### config.mk
export PLATFORM = sky130hd
export DESIGN_NAME = cmd_out_shaper
export DESIGN_NICKNAME = d
export VERILOG_FILES = /design/src/rtl/cmd_out_shaper.sv
export SDC_FILE = /design/constraint.sdc
export NUM_CORES = 1
export LEC_CHECK = 0
export BUFFER_PORTS_ARGS = -buffer_cell sky130_fd_sc_hd__buf_2
export CAP_MARGIN = 20
export CORE_AREA = 2 2 39 41
export DETAILED_ROUTE_END_ITERATION = 6
export DIE_AREA = 0 0 41 43
export SETUP_SLACK_MARGIN = 0.5
export SLEW_MARGIN = 20
export SYNTH_ARGS = -nofsm -noshare
export SYNTH_HDL_FRONTEND = slang
export SYNTH_SLANG_ARGS = --single-unit
### constraint.sdc
create_clock -name i_clk -period 1.66 [get_ports i_clk]
set_input_delay 0.166 -clock i_clk [delete_from_list [all_inputs] [get_ports i_clk]]
set_output_delay 0.166 -clock i_clk [all_outputs]
set_load 0.01 [all_outputs]
### src/rtl/cmd_out_shaper.sv
// Command output shaper: holds a request active for HOLD_STEPS strobes (+1 clock), then a GAP_STEPS guard gap.
// Optional macro CMD_OUT_PENDING_EN latches requests seen during the gap so they are served right after it.
module cmd_out_shaper #(
  parameter int   FILTER_WIDTH = 2,
  parameter int   HOLD_STEPS   = 2**FILTER_WIDTH,
  parameter int   GAP_STEPS    = 2,
  parameter logic OUT_DEFAULT  = 1'b1
) (
  input  logic i_clk,
  input  logic i_aclr,
  input  logic i_req,
  input  logic i_stb,
  output logic o_out,
  output logic o_busy
);

  localparam int MAX_STEPS = (HOLD_STEPS > GAP_STEPS) ? HOLD_STEPS : GAP_STEPS;
  localparam int CW        = $clog2(MAX_STEPS + 1);

  localparam logic [CW-1:0] HOLD_C = CW'(HOLD_STEPS);
  localparam logic [CW-1:0] GAP_C  = CW'(GAP_STEPS);

  localparam logic [1:0] S_IDLE   = 2'd0;
  localparam logic [1:0] S_ACTIVE = 2'd1;
  localparam logic [1:0] S_GAP    = 2'd2;

  logic [1:0]    r_state;
  logic [CW-1:0] r_cnt;
  logic          r_out;
  logic          r_busy;
  logic [1:0]    w_state_nxt;
  logic [CW-1:0] w_cnt_nxt;
  logic          w_gap_req;

`ifdef CMD_OUT_PENDING_EN
  logic r_pend;
  logic w_pend_nxt;
  // A request sampled on the gap's final edge is as good as one latched earlier.
  assign w_gap_req = r_pend | i_req;
`else
  assign w_gap_req = 1'b0;
`endif

  always_comb begin
    w_state_nxt = r_state;
    w_cnt_nxt   = r_cnt;
`ifdef CMD_OUT_PENDING_EN
    w_pend_nxt  = r_pend;
`endif
    case (r_state)
      S_IDLE: begin
        w_cnt_nxt = '0;
        if (i_req) w_state_nxt = S_ACTIVE;
      end
      S_ACTIVE: begin
        if (r_cnt == HOLD_C && !i_req) begin
          w_state_nxt = (GAP_STEPS == 0) ? S_IDLE : S_GAP;
          w_cnt_nxt   = '0;
        end else if (i_stb && r_cnt != HOLD_C) begin
          w_cnt_nxt = r_cnt + 1'b1;
        end
      end
      S_GAP: begin
        if (r_cnt == GAP_C) begin
          w_state_nxt = w_gap_req ? S_ACTIVE : S_IDLE;
          w_cnt_nxt   = '0;
`ifdef CMD_OUT_PENDING_EN
          w_pend_nxt  = 1'b0;
`endif
        end else begin
`ifdef CMD_OUT_PENDING_EN
          w_pend_nxt = w_gap_req;
`endif
          if (i_stb) w_cnt_nxt = r_cnt + 1'b1;
        end
      end
      default: begin
        w_state_nxt = S_IDLE;
        w_cnt_nxt   = '0;
      end
    endcase
  end

  // Outputs are registered from the next state so they track the FSM without any input-to-output path.
  always_ff @(posedge i_clk) begin
    if (i_aclr) begin
      r_state <= S_IDLE;
      r_cnt   <= '0;
      r_out   <= OUT_DEFAULT;
      r_busy  <= 1'b0;
    end else begin
      r_state <= w_state_nxt;
      r_cnt   <= w_cnt_nxt;
      r_out   <= (w_state_nxt == S_ACTIVE) ? ~OUT_DEFAULT : OUT_DEFAULT;
      r_busy  <= (w_state_nxt != S_IDLE);
    end
  end

`ifdef CMD_OUT_PENDING_EN
  always_ff @(posedge i_clk) begin
    if (i_aclr) r_pend <= 1'b0;
    else        r_pend <= w_pend_nxt;
  end
`endif

  assign o_out  = r_out;
  assign o_busy = r_busy;

endmodule

==> run summary, run 1 <==
* finished clean — result of the run
* 41 µm — die extent in x
* 0 — initial antenna violation count
* 3 — Inserted Clock Buffers
* 5.264 — detailed-route vias per instance
* 458 — vias post-DR
* 74 — Cell Count Post-Placement
* 1238 µm — final wirelength
* 0 — number of hold violations in the final report
* 14 — number of standard-cell rows in the floorplan
* 0% — fraction of synthesis flops using an asynchronous set or reset pin
* 746.8 MHz — Max Clk Rate
* 83.91% — Max-slew headroom
* 0 — number of antenna cells inserted
* 30.19% — fraction of synthesized cell area taken by the top area cell type
* 0.7167 — last weighted congestion value of the routability-driven placer
* true — unrepaired setup endpoints after global routing
* 441.7 µm² — area of the multi-input gates
* flip-flop — startpoint type of the worst setup path
* 2 — maximum clock insertion buffer count
* 0 — number of buffers added to fix hold violations after cts
* 0 — max-capacitance violation count
* sky130_fd_sc_hd__dfxtp_1 — cell taking the most area after synthesis
* 0 — count of flip-flops with a built-in enable after synthesis
* 80.66% — final clock period utilization by the worst path
* 0 ps — aggregate negative setup slack
* sky130_fd_sc_hd__dfxtp_1 (30%), sky130_fd_sc_hd__ha_1 (19%), sky130_fd_sc_hd__o21ai_0 (6.5%) — top post-synthesis cells by area
* 464.2 µm² — area of the mapped netlist
* sky130_fd_sc_hd__dfxtp_4 — standard cell with the maximum stage delay on the critical path
* 83 — final layout net count
* 2125 µm — first-pass GRT wire length
* 33.54% — Initial Util
* sky130_fd_sc_hd__dfxtp_1 (7), sky130_fd_sc_hd__ha_1 (7), sky130_fd_sc_hd__inv_1 (6), sky130_fd_sc_hd__o21ai_0 (6) — Post-synth top cells
* 64 — Synthesized Nets
* sky130_fd_sc_hd__dfxtp_1 — most used flip-flop cell after synthesis
* 30.19% — proportion of synthesized chip area in sequential cells
* 125 — layout filler cell count
* 5 — Buffers on Ports
* flip-flop — CP Capture Type
* 595.0 nW/µm² — P per Cell Area
* sky130_fd_sc_hd__clkbuf_4 — master cell of the clock root buffer
* 5.830 ps — setup skew after layout
* 0 — gr ovfl total
* 23 — unique cell type count in the Yosys netlist
* 43 µm — height of the die
* 0.2728 nW — static leakage
* 1763 µm² — total die area
* 0 — number of pins exceeding their max-slew limit in the final report
* 6 — number of placed I/O pins
* 0 — detailed-route DRC error count
* input pin to flip-flop — class of the worst hold path
* 18.77% — overall global routing resource usage
* 7 — sink count of the clock tree
* 65.23% — Layout area overhead
* 9 — maximum number of pins on one net before global-route repair
* 260 ps — Skew-Pair Late Insertion Delay
* 5 — maximum fanout count along the critical path
* 360 ps — largest stage delay on the critical path
* 1800 ps — critical path data required time
* 1339 ps — time the final worst path needs with I/O delays and setup
* 241.0 ps — Worst-Margin Slew
* 7 — flops & latches, synth
* 53 — gate count after technology mapping
* 50 ps — clock edge transition at the registers on the reported setup and hold paths
* built — TritonCTS clock tree
* 0 — Antenna Nets Post-Route
* 5 — number of DRC markers after the initial detailed-route iteration
* 153.9 µm² — register area
* 63.38% — ratio of cells with drive above 1 in the final layout
* 14.23 µm — routed length per instance
* 1384 µm² — core footprint
* 481 — vias in the first global route
* 0 — final number of setup-violating endpoints
* flip-flop to flip-flop — Crit Path Class
* 3 — DR pass1 iterations
* 1 — total number of H-tree levels
* 804.1 µm — final HPWL from detailed placement
* 87 — Layout Cells excl Fill
* 8.758 µm² — post-synthesis area per instance
* inv_4, ha_4, nor3b_4, nor3_4, o2bb2ai_2, o21bai_1 — critical path cell sequence
* 1480 ps — Crit path arrival time
* 464.2 µV — peak supply drop
* 0 — synthesis warning total
-- power by group --
| part | leakage (nW) | total, mW | switching, mW | internal [mW] |
|---|---|---|---|---|
| Combinational | 0.197 | 0.111 | 0.0559 | 0.0550 |
| Clock | 0.0150 | 0.160 | 0.0676 | 0.0921 |
| Sequential | 0.0605 | 0.186 | 0.00950 | 0.176 |
| Total | 0.273 | 0.456 | 0.133 | 0.323 |
-- cell type report --
class                      count  area share (%)
clock buffer                   4           3.426
inverter                       6           4.241
multi-input combinational     40           57.59
sequential                     7           20.07
tap                           16           2.610
timing repair buffer          14           12.07
-- placed cells by master (no fill, tap or decap), drive strengths merged, types with 2 or more instances in the layout --
| cell type | n |
|---|---|
| a21oi | 3 |
| buf | 14 |
| clkbuf | 4 |
| dfxtp | 7 |
| ha | 7 |
| inv | 6 |
| nand2 | 3 |
| nand3b | 2 |
| nand4 | 3 |
| nor3b | 2 |
| o21ai | 6 |
-- critical path: cells and delay by family, from the launching register on --
| family | cells | cell delay [ps] |
|---|---|---|
| AO/OA/AOI/OAI | 2 | 300 |
| AND/OR/NAND/NOR | 2 | 320 |
| flip-flops | 1 | 360 |
| buffers and inverters | 1 | 50 |
| adder cells (fa/ha/maj) | 1 | 180 |
-- through the flow --
step	utilization (%)	hold WS [ps]	worst slack, ps	area (µm²)	total power, mW
after global placement	45.30	373.1	279.8	626.9	0.2696
after global routing	55.43	100.5	225.7	767.0	0.4894
final	55.43	99.31	321.0	767.0	0.4564
after CTS	54.88	100.4	328.1	759.5	0.4561
after floorplan	-	225.4	416.3	581.8	0.2465
after detailed placement	45.30	376.8	267.0	626.9	0.2699
-- repair_timing --
item                                    CTS  global route
endpoints found under the setup margin    7             7
pin swaps                                14             0
buffers inserted                          8             1
endpoints found under the hold margin     0             0
resized for setup                        14             0
-- cell families (layout without fill, tap and decap cells) --
family	Yosys count	in the layout	synth area share, %
AOI/OAI and AO/OA	17	17	23.45
adders and majority gates	7	7	18.87
DFF	7	7	30.19
and+or+nand+nor	16	16	22.64
buffers and inverters	6	24	4.851
-- sequential cells by signal (all words and copies together), names as in the netlist --
signal	cells
o_out	1
o_busy	1
r_state	2
r_cnt	3
-- final timing paths --
path	to	startpoint	slack [ps]	cells after the start
worst max-delay path	o_busy	r_state[1]	320	6
worst min-delay path	r_cnt[2]	i_aclr	100	2
worst max register to register	o_busy	r_state[1]	320	6
worst min register to register	r_cnt[2]	r_cnt[2]	580	2
-- layer usage --
metal / up-vias / wire length (µm) / global-route usage, %
met2: 7 / 654 / 29.38
met5: - / 0 / 0
met1: 218 / 522 / 21.24
li1: 230 / - / -
met3: 3 / 44 / 9.424
met4: 0 / 17 / 6.000
Note: power is estimated with default switching activity, not from simulation.
==> run 2, diff against run 1 <==
- clock period: 1.66 -> 1.2 ns (I/O delays scaled with it)
==> run summary, run 2 (synthesized netlist as in run 1, its figures left out) <==
* 0 — number of buffers added to fix hold violations after cts, unchanged
* sky130_fd_sc_hd__dfxtp_4 — standard cell with the maximum stage delay on the critical path
* -120 ps — R2R Setup Slk, -440 ps
* setup timing — failing checks
* 33.54% — Initial Util, unchanged
* -118.4 ps — final critical-path setup slack, -439.4 ps
* 226.0 ps — Worst-Margin Slew, -15.08 ps
* 2 — worst hold stages, unchanged
* 43 µm — height of the die, unchanged
* 7 — sink count of the clock tree, unchanged
* 1869 µm — first-pass GRT wire length, -12%
* 3 — Inserted Clock Buffers, unchanged
* 8 — number of DRC markers after the initial detailed-route iteration, +3
* 84.94% — Max-slew headroom, +1.0 points
* 83 — final layout net count, unchanged
* 41 µm — die extent in x, unchanged
* 6 — final number of setup-violating endpoints, +6
* 0 — Antenna Nets Post-Route, unchanged
* r_cnt[2] — end point of the most critical hold path
* flip-flop — startpoint type of the worst setup path
* r_cnt[1] — Reg-to-Reg Start
* 736.1 µV — peak supply drop, +59%
* sky130_fd_sc_hd__buf_4 (9), sky130_fd_sc_hd__o21ai_1 (5), sky130_fd_sc_hd__buf_2 (5) — top library cells by usage in the layout, fill and taps aside
* r_cnt — register with the most flip-flops
* 63.38% — ratio of cells with drive above 1 in the final layout, unchanged
* 0 — detailed-route DRC error count, unchanged
* 1174 µm — final wirelength, -5.2%
* 466 — vias post-DR, +1.7%
* flip-flop to flip-flop — Crit Path Class
* 6 — depth of the worst register-to-register path, unchanged
* flip-flops — Worst path top cell family by delay
* 1.540 ps — setup skew after layout, -4.290 ps
* 1763 µm² — total die area, unchanged
* r_cnt: 3 flops, r_state: 2 flops — largest registers
* 1 — total number of H-tree levels, unchanged
* 5 — Buffers on Ports, unchanged
* 1384 µm² — core footprint, unchanged
* 3 — Largest register FFs, unchanged
* sky130_fd_sc_hd__buf_4 — most common cell after layout, fill and taps aside
* 66.65 ps — worst hold-check slack, -32.65 ps
* 0 — max-capacitance violation count, unchanged
* 14 — number of standard-cell rows in the floorplan, unchanged
* 370 ps — largest stage delay on the critical path, about the same
* 0 — initial antenna violation count, unchanged
* r_cnt[1] — reg-to-reg endpoint
* 496 µm — Met1 Wirelength, -5.0%
* built — TritonCTS clock tree
* flip-flop — CP Capture Type
* 2 — maximum clock insertion buffer count, unchanged
* 54 µm — total met3 wirelength after detailed routing, +23%
* 4 — maximum fanout count along the critical path, -1
* 50 ps — clock edge transition at the registers on the reported setup and hold paths, about the same
* 623 µm — length of routed met2 wiring, -4.7%
* 0.7674 — last weighted congestion value of the routability-driven placer, +7.1%
* 53.80% — post-layout util, -1.6 points
* 829.6 nW/µm² — P per Cell Area, +39%
* 0 — number of pins exceeding their max-slew limit in the final report, unchanged
* 1460 ps — Crit path arrival time, -20 ps
* i_aclr — worst hold path startpoint
* r_cnt[1] — startpoint of the worst setup timing path
* 758.5 MHz — Max Clk Rate, +1.6%
* 60.38% — Layout area overhead
* 16.08% — overall global routing resource usage, -2.7 points
* inv_2, ha_4, and3b_4, a211o_4, nand4_1, a21oi_1 — critical path cell sequence
* 0.2678 nW — static leakage, -1.8%
* 109.9% — final clock period utilization by the worst path, +29 points
* 13.49 µm — routed length per instance, -5.2%
* 0 — gr ovfl total, unchanged
* input pin to flip-flop — class of the worst hold path
* complete, but fails checks — result of the run
* 0 — number of hold violations in the final report, unchanged
* sky130_fd_sc_hd__clkbuf_4 — master cell of the clock root buffer
* 9 — maximum number of pins on one net before global-route repair, unchanged
* 1340 ps — critical path data required time, -460 ps
* 250 ps — Skew-Pair Late Insertion Delay, about the same
* 1318 ps — time the final worst path needs with I/O delays and setup, -20.57 ps
* 457 — vias in the first global route, -5.0%
* 1 — number of buffer and inverter stages on the critical path, unchanged
* 892.9 µm — final HPWL from detailed placement, +11%
* 5.356 — detailed-route vias per instance, +1.7%
* 6 — number of placed I/O pins, unchanged
* met3 — top sig layer
* 4 — DR pass1 iterations, +1
* 0 — number of antenna cells inserted, unchanged
* true — unrepaired setup endpoints after global routing
==> run 2: worst max path at each step <==
stage,end,slack (ps),cells past startpoint
after floorplan,o_busy,-40,6
after global placement,r_cnt[2],-160,6
after detailed placement,o_out,-160,6
after CTS,r_cnt[2],-120,6
after global routing,o_out,-190,6
final,r_cnt[1],-120,6
==> run 2: metrics by stage <==
step                total power, mW  instance area, µm²  setup WS (ps)  setup TNS [ps]  instances
CTS                          0.6147               733.2         -119.7          -611.6         87
finish                       0.6176               744.5         -118.4          -593.3         87
global route                 0.6623               744.5         -191.8           -1014         87
global placement             0.3919               694.4         -157.8          -784.0         83
detailed placement           0.3934               694.4         -156.2          -796.9         83
floorplan                    0.3410               581.8         -43.69          -176.4         53
==> run 2: layout make-up <==
type,instances,area [µm²]
fill,129,639.4
multi-input combinational,40,421.7
tap,16,20.02
timing repair buffer,14,92.59
inverter,6,30.03
clock buffer,4,26.28
sequential,7,153.9
==> run 2: routing by layer <==
| layer | global-route usage, % | vias up |
|---|---|---|
| li1 | - | 230 |
| met1 | 17.42 | 225 |
| met2 | 25.62 | 11 |
| met3 | 9.424 | 0 |
| met4 | 4.000 | 0 |
| met5 | 0 | - |
==> run 2: power by group <==
part	leakage (nW)	switching [mW]	internal, mW
clock network	0.0150	0.0943	0.127
logic	0.192	0.0697	0.0716
registers	0.0605	0.0111	0.243
total	0.268	0.175	0.442
==> run 2: timing repair <==
action / 4_1_cts / 5_1_grt
setup endpoints to repair: 9 / 9
gates resized for setup: 7 / 4
cloned: 0 / 0
buffers inserted: 0 / 0
pin swaps: 6 / 4
==> run 3, diff against run 2 <==
- CORE_AREA: 2 2 39 41 -> 5 5 42 44
- DIE_AREA: 0 0 41 43 -> 0 0 47 49
- RECOVER_POWER: unset -> 25
==> run summary, run 3 (synthesized netlist as in run 1, its figures left out) <==
* 7 — final number of setup-violating endpoints, +1
* 0 — number of hold violations in the final report, unchanged
* 41.1% — sequential share of power, about the same
* sky130_fd_sc_hd__buf_4 (12), sky130_fd_sc_hd__o21ai_1 (4), sky130_fd_sc_hd__ha_4 (4), sky130_fd_sc_hd__buf_2 (4) — top library cells by usage in the layout, fill and taps aside
* 0 — gr ovfl total, unchanged
* 2 — maximum clock insertion buffer count, unchanged
* 0.8306 ps — setup skew after layout, -0.7090 ps
* 1328 ps — time the final worst path needs with I/O delays and setup, +9.843 ps
* 0 — number of antenna cells inserted, unchanged
* 12.41% — overall global routing resource usage, -3.7 points
* 5.100 — detailed-route vias per instance, -4.8%
* 47 µm — die extent in x, +15%
* complete, but fails checks — result of the run
* 0 — initial antenna violation count, unchanged
* 1330 ps — critical path data required time, about the same
* 752.9 MHz — Max Clk Rate, -0.74%
* 910.8 µm — final HPWL from detailed placement, +2.0%
* 49 µm — height of the die, +14%
* 69.81% — Layout area overhead
* 0.1712 mW — Net Switching, -2.2%
* 518 µm — Met1 Wirelength, +4.4%
* 564 µm — length of routed met2 wiring, -9.5%
* 7 — sink count of the clock tree, unchanged
* setup timing — failing checks
* 4 — maximum fanout count along the critical path, unchanged
* 25.4% — combinational share of power, +2.5 points
* 1460 ps — Crit path arrival time, about the same
* 2021 µm — first-pass GRT wire length, +8.1%
* -207.3 ps — Placement Setup Slack, -51.19 ps
* 0 — Antenna Nets Post-Route, unchanged
* 0.2859 nW — static leakage, +6.8%
* 12.80 µm — routed length per instance, -5.1%
* 788.3 µm² — final standard cell area without fillers, +5.9%
* met4 — top sig layer
* input pin to flip-flop — class of the worst hold path
* r_cnt — register with the most flip-flops
* 1401 µm² — core footprint, +1.3%
* 0.8234 — last weighted congestion value of the routability-driven placer, +7.3%
* 2 — DR pass1 iterations, -2
* 628.2 µV — peak supply drop, -15%
* -128.2 ps — final critical-path setup slack, -9.843 ps
* sky130_fd_sc_hd__buf_4 — most common cell after layout, fill and taps aside
* -130 ps — R2R Setup Slk, about the same
* flip-flop to flip-flop — Crit Path Class
* 250 ps — Skew-Pair Late Insertion Delay, about the same
* true — unrepaired setup endpoints after global routing
* 1 — total number of H-tree levels, unchanged
* r_cnt: 3 flops, r_state: 2 flops — largest registers
* flip-flop — startpoint type of the worst setup path
* 6 — maximum number of pins on one net before global-route repair, -3
* 2 — worst hold stages, unchanged
* 1152 µm — final wirelength, -1.9%
* 0 — number of buffers added to fix hold violations after cts, unchanged
* 6 — depth of the worst register-to-register path, unchanged
* 84.95% — Max-slew headroom, about the same
* 0 — number of pins exceeding their max-slew limit in the final report, unchanged
* 68.92% — ratio of cells with drive above 1 in the final layout, +5.5 points
* 448 — vias in the first global route, -2.0%
* 686.9 µm² — DP Area, -1.1%
* 6 — number of placed I/O pins, unchanged
* 3 — Largest register FFs, unchanged
* 33.5% — clock network fraction of design power, -2.4 points
* flip-flop — CP Capture Type
* 0 — detailed-route DRC error count, unchanged
* 3 — Inserted Clock Buffers, unchanged
* r_cnt[1] — Reg-to-Reg Start
* i_aclr — worst hold path startpoint
* 50 ps — clock edge transition at the registers on the reported setup and hold paths, about the same
* 0.4548 mW — cell-internal power, +2.8%
* 110.7% — final clock period utilization by the worst path, +0.82 points
* 2303 µm² — total die area, +31%
* 86 — final layout net count, +3.6%
* 33.12% — Initial Util, -0.42 points
* 14 — number of standard-cell rows in the floorplan, unchanged
* 129 — layout filler cell count, unchanged
* 794.1 nW/µm² — P per Cell Area, -4.3%
* r_cnt[0] — end point of the most critical hold path
* 0 — max-capacitance violation count, unchanged
* r_cnt[2] — reg-to-reg endpoint
* 57 µm — total met3 wirelength after detailed routing, +5.6%
* 11 — number of DRC markers after the initial detailed-route iteration, +3
* 459 — vias post-DR, -1.5%
* -696.8 ps — aggregate negative setup slack, -103.5 ps
* 5 — Buffers on Ports, unchanged
* built — TritonCTS clock tree
* sky130_fd_sc_hd__clkbuf_4 — master cell of the clock root buffer
* 225.0 ps — Worst-Margin Slew, -0.9702 ps
* 27.35% — sw frac, -1.0 points
run 3: changes by cell type in the layout (fill, tap and decap cells not counted):
cell                        previous run  this run
sky130_fd_sc_hd__o21ai_2               0         1
sky130_fd_sc_hd__nor2_1                1         0
sky130_fd_sc_hd__dfxtp_1               2         3
sky130_fd_sc_hd__buf_6                 0         1
sky130_fd_sc_hd__buf_4                 9        12
sky130_fd_sc_hd__nor2_2                0         1
sky130_fd_sc_hd__o2bb2ai_2             0         1
sky130_fd_sc_hd__dfxtp_2               2         1
sky130_fd_sc_hd__a21oi_1               2         1
sky130_fd_sc_hd__o2bb2ai_1             1         0
sky130_fd_sc_hd__o21ai_1               5         4
sky130_fd_sc_hd__a21oi_2               1         2
sky130_fd_sc_hd__buf_2                 5         4
run 3: final cells by class:
| class | count | area [µm²] | area share [%] |
|---|---|---|---|
| inverters | 6 | 30.03 | 3.810 |
| clock buffers | 4 | 26.28 | 3.333 |
| multi-input cells | 40 | 437.9 | 55.56 |
| flip-flops and latches | 7 | 152.6 | 19.37 |
| repair buffers | 17 | 121.4 | 15.40 |
| well taps | 16 | 20.02 | 2.540 |
run 3: per-stage QoR:
stage	utilization (%)	cells	power [mW]	hold slack [ps]
floorplan	-	53	0.3410	179.4
global placement	49.02	82	0.3879	346.2
detailed placement	49.02	82	0.3883	343.7
CTS	53.93	88	0.6248	74.96
global route	56.25	90	0.6762	83.13
finish	56.25	90	0.6260	84.99
run 3: routing by layer:
layer | vias up | GRT usage, %
met4 | 0 | 4.147
li1 | 235 | -
met2 | 9 | 18.33
met1 | 213 | 15.01
met5 | - | 0
met3 | 2 | 6.642
run 3: power by group through the flow:
stage,logic [mW],clock network [mW],registers [mW]
detailed placement,0.127,0,0.261
finish,0.159,0.209,0.257
global placement,0.128,0,0.260
CTS,0.145,0.225,0.254
floorplan,0.0764,0,0.265
global route,0.175,0.242,0.259
run 3: worst max path at each step:
stage / from / to / cells past startpoint
3_3_place_gp: r_cnt[1] / o_out / 6
6_report: r_cnt[1] / r_cnt[2] / 6
2_1_floorplan: r_state[1] / o_busy / 6
3_5_place_dp: r_cnt[1] / o_out / 6
4_1_cts: r_cnt[1] / r_cnt[1] / 6
5_1_grt: r_state[0] / r_cnt[2] / 6
run 3: worst max-delay path, stage by stage, from the launching register on:
cell	delay [ps]
sky130_fd_sc_hd__dfxtp_4	370
sky130_fd_sc_hd__inv_2	50
sky130_fd_sc_hd__ha_4	150
sky130_fd_sc_hd__and3b_4	200
sky130_fd_sc_hd__a211o_4	270
sky130_fd_sc_hd__nand4_1	90
sky130_fd_sc_hd__a31oi_1	80
run 3: timing repair:
| item | 4_1_cts | 5_1_grt |
|---|---|---|
| setup buffers | 2 | 2 |
| pin swaps | 12 | 8 |
| endpoints found under the setup margin | 9 | 9 |
| resized for setup | 10 | 6 |
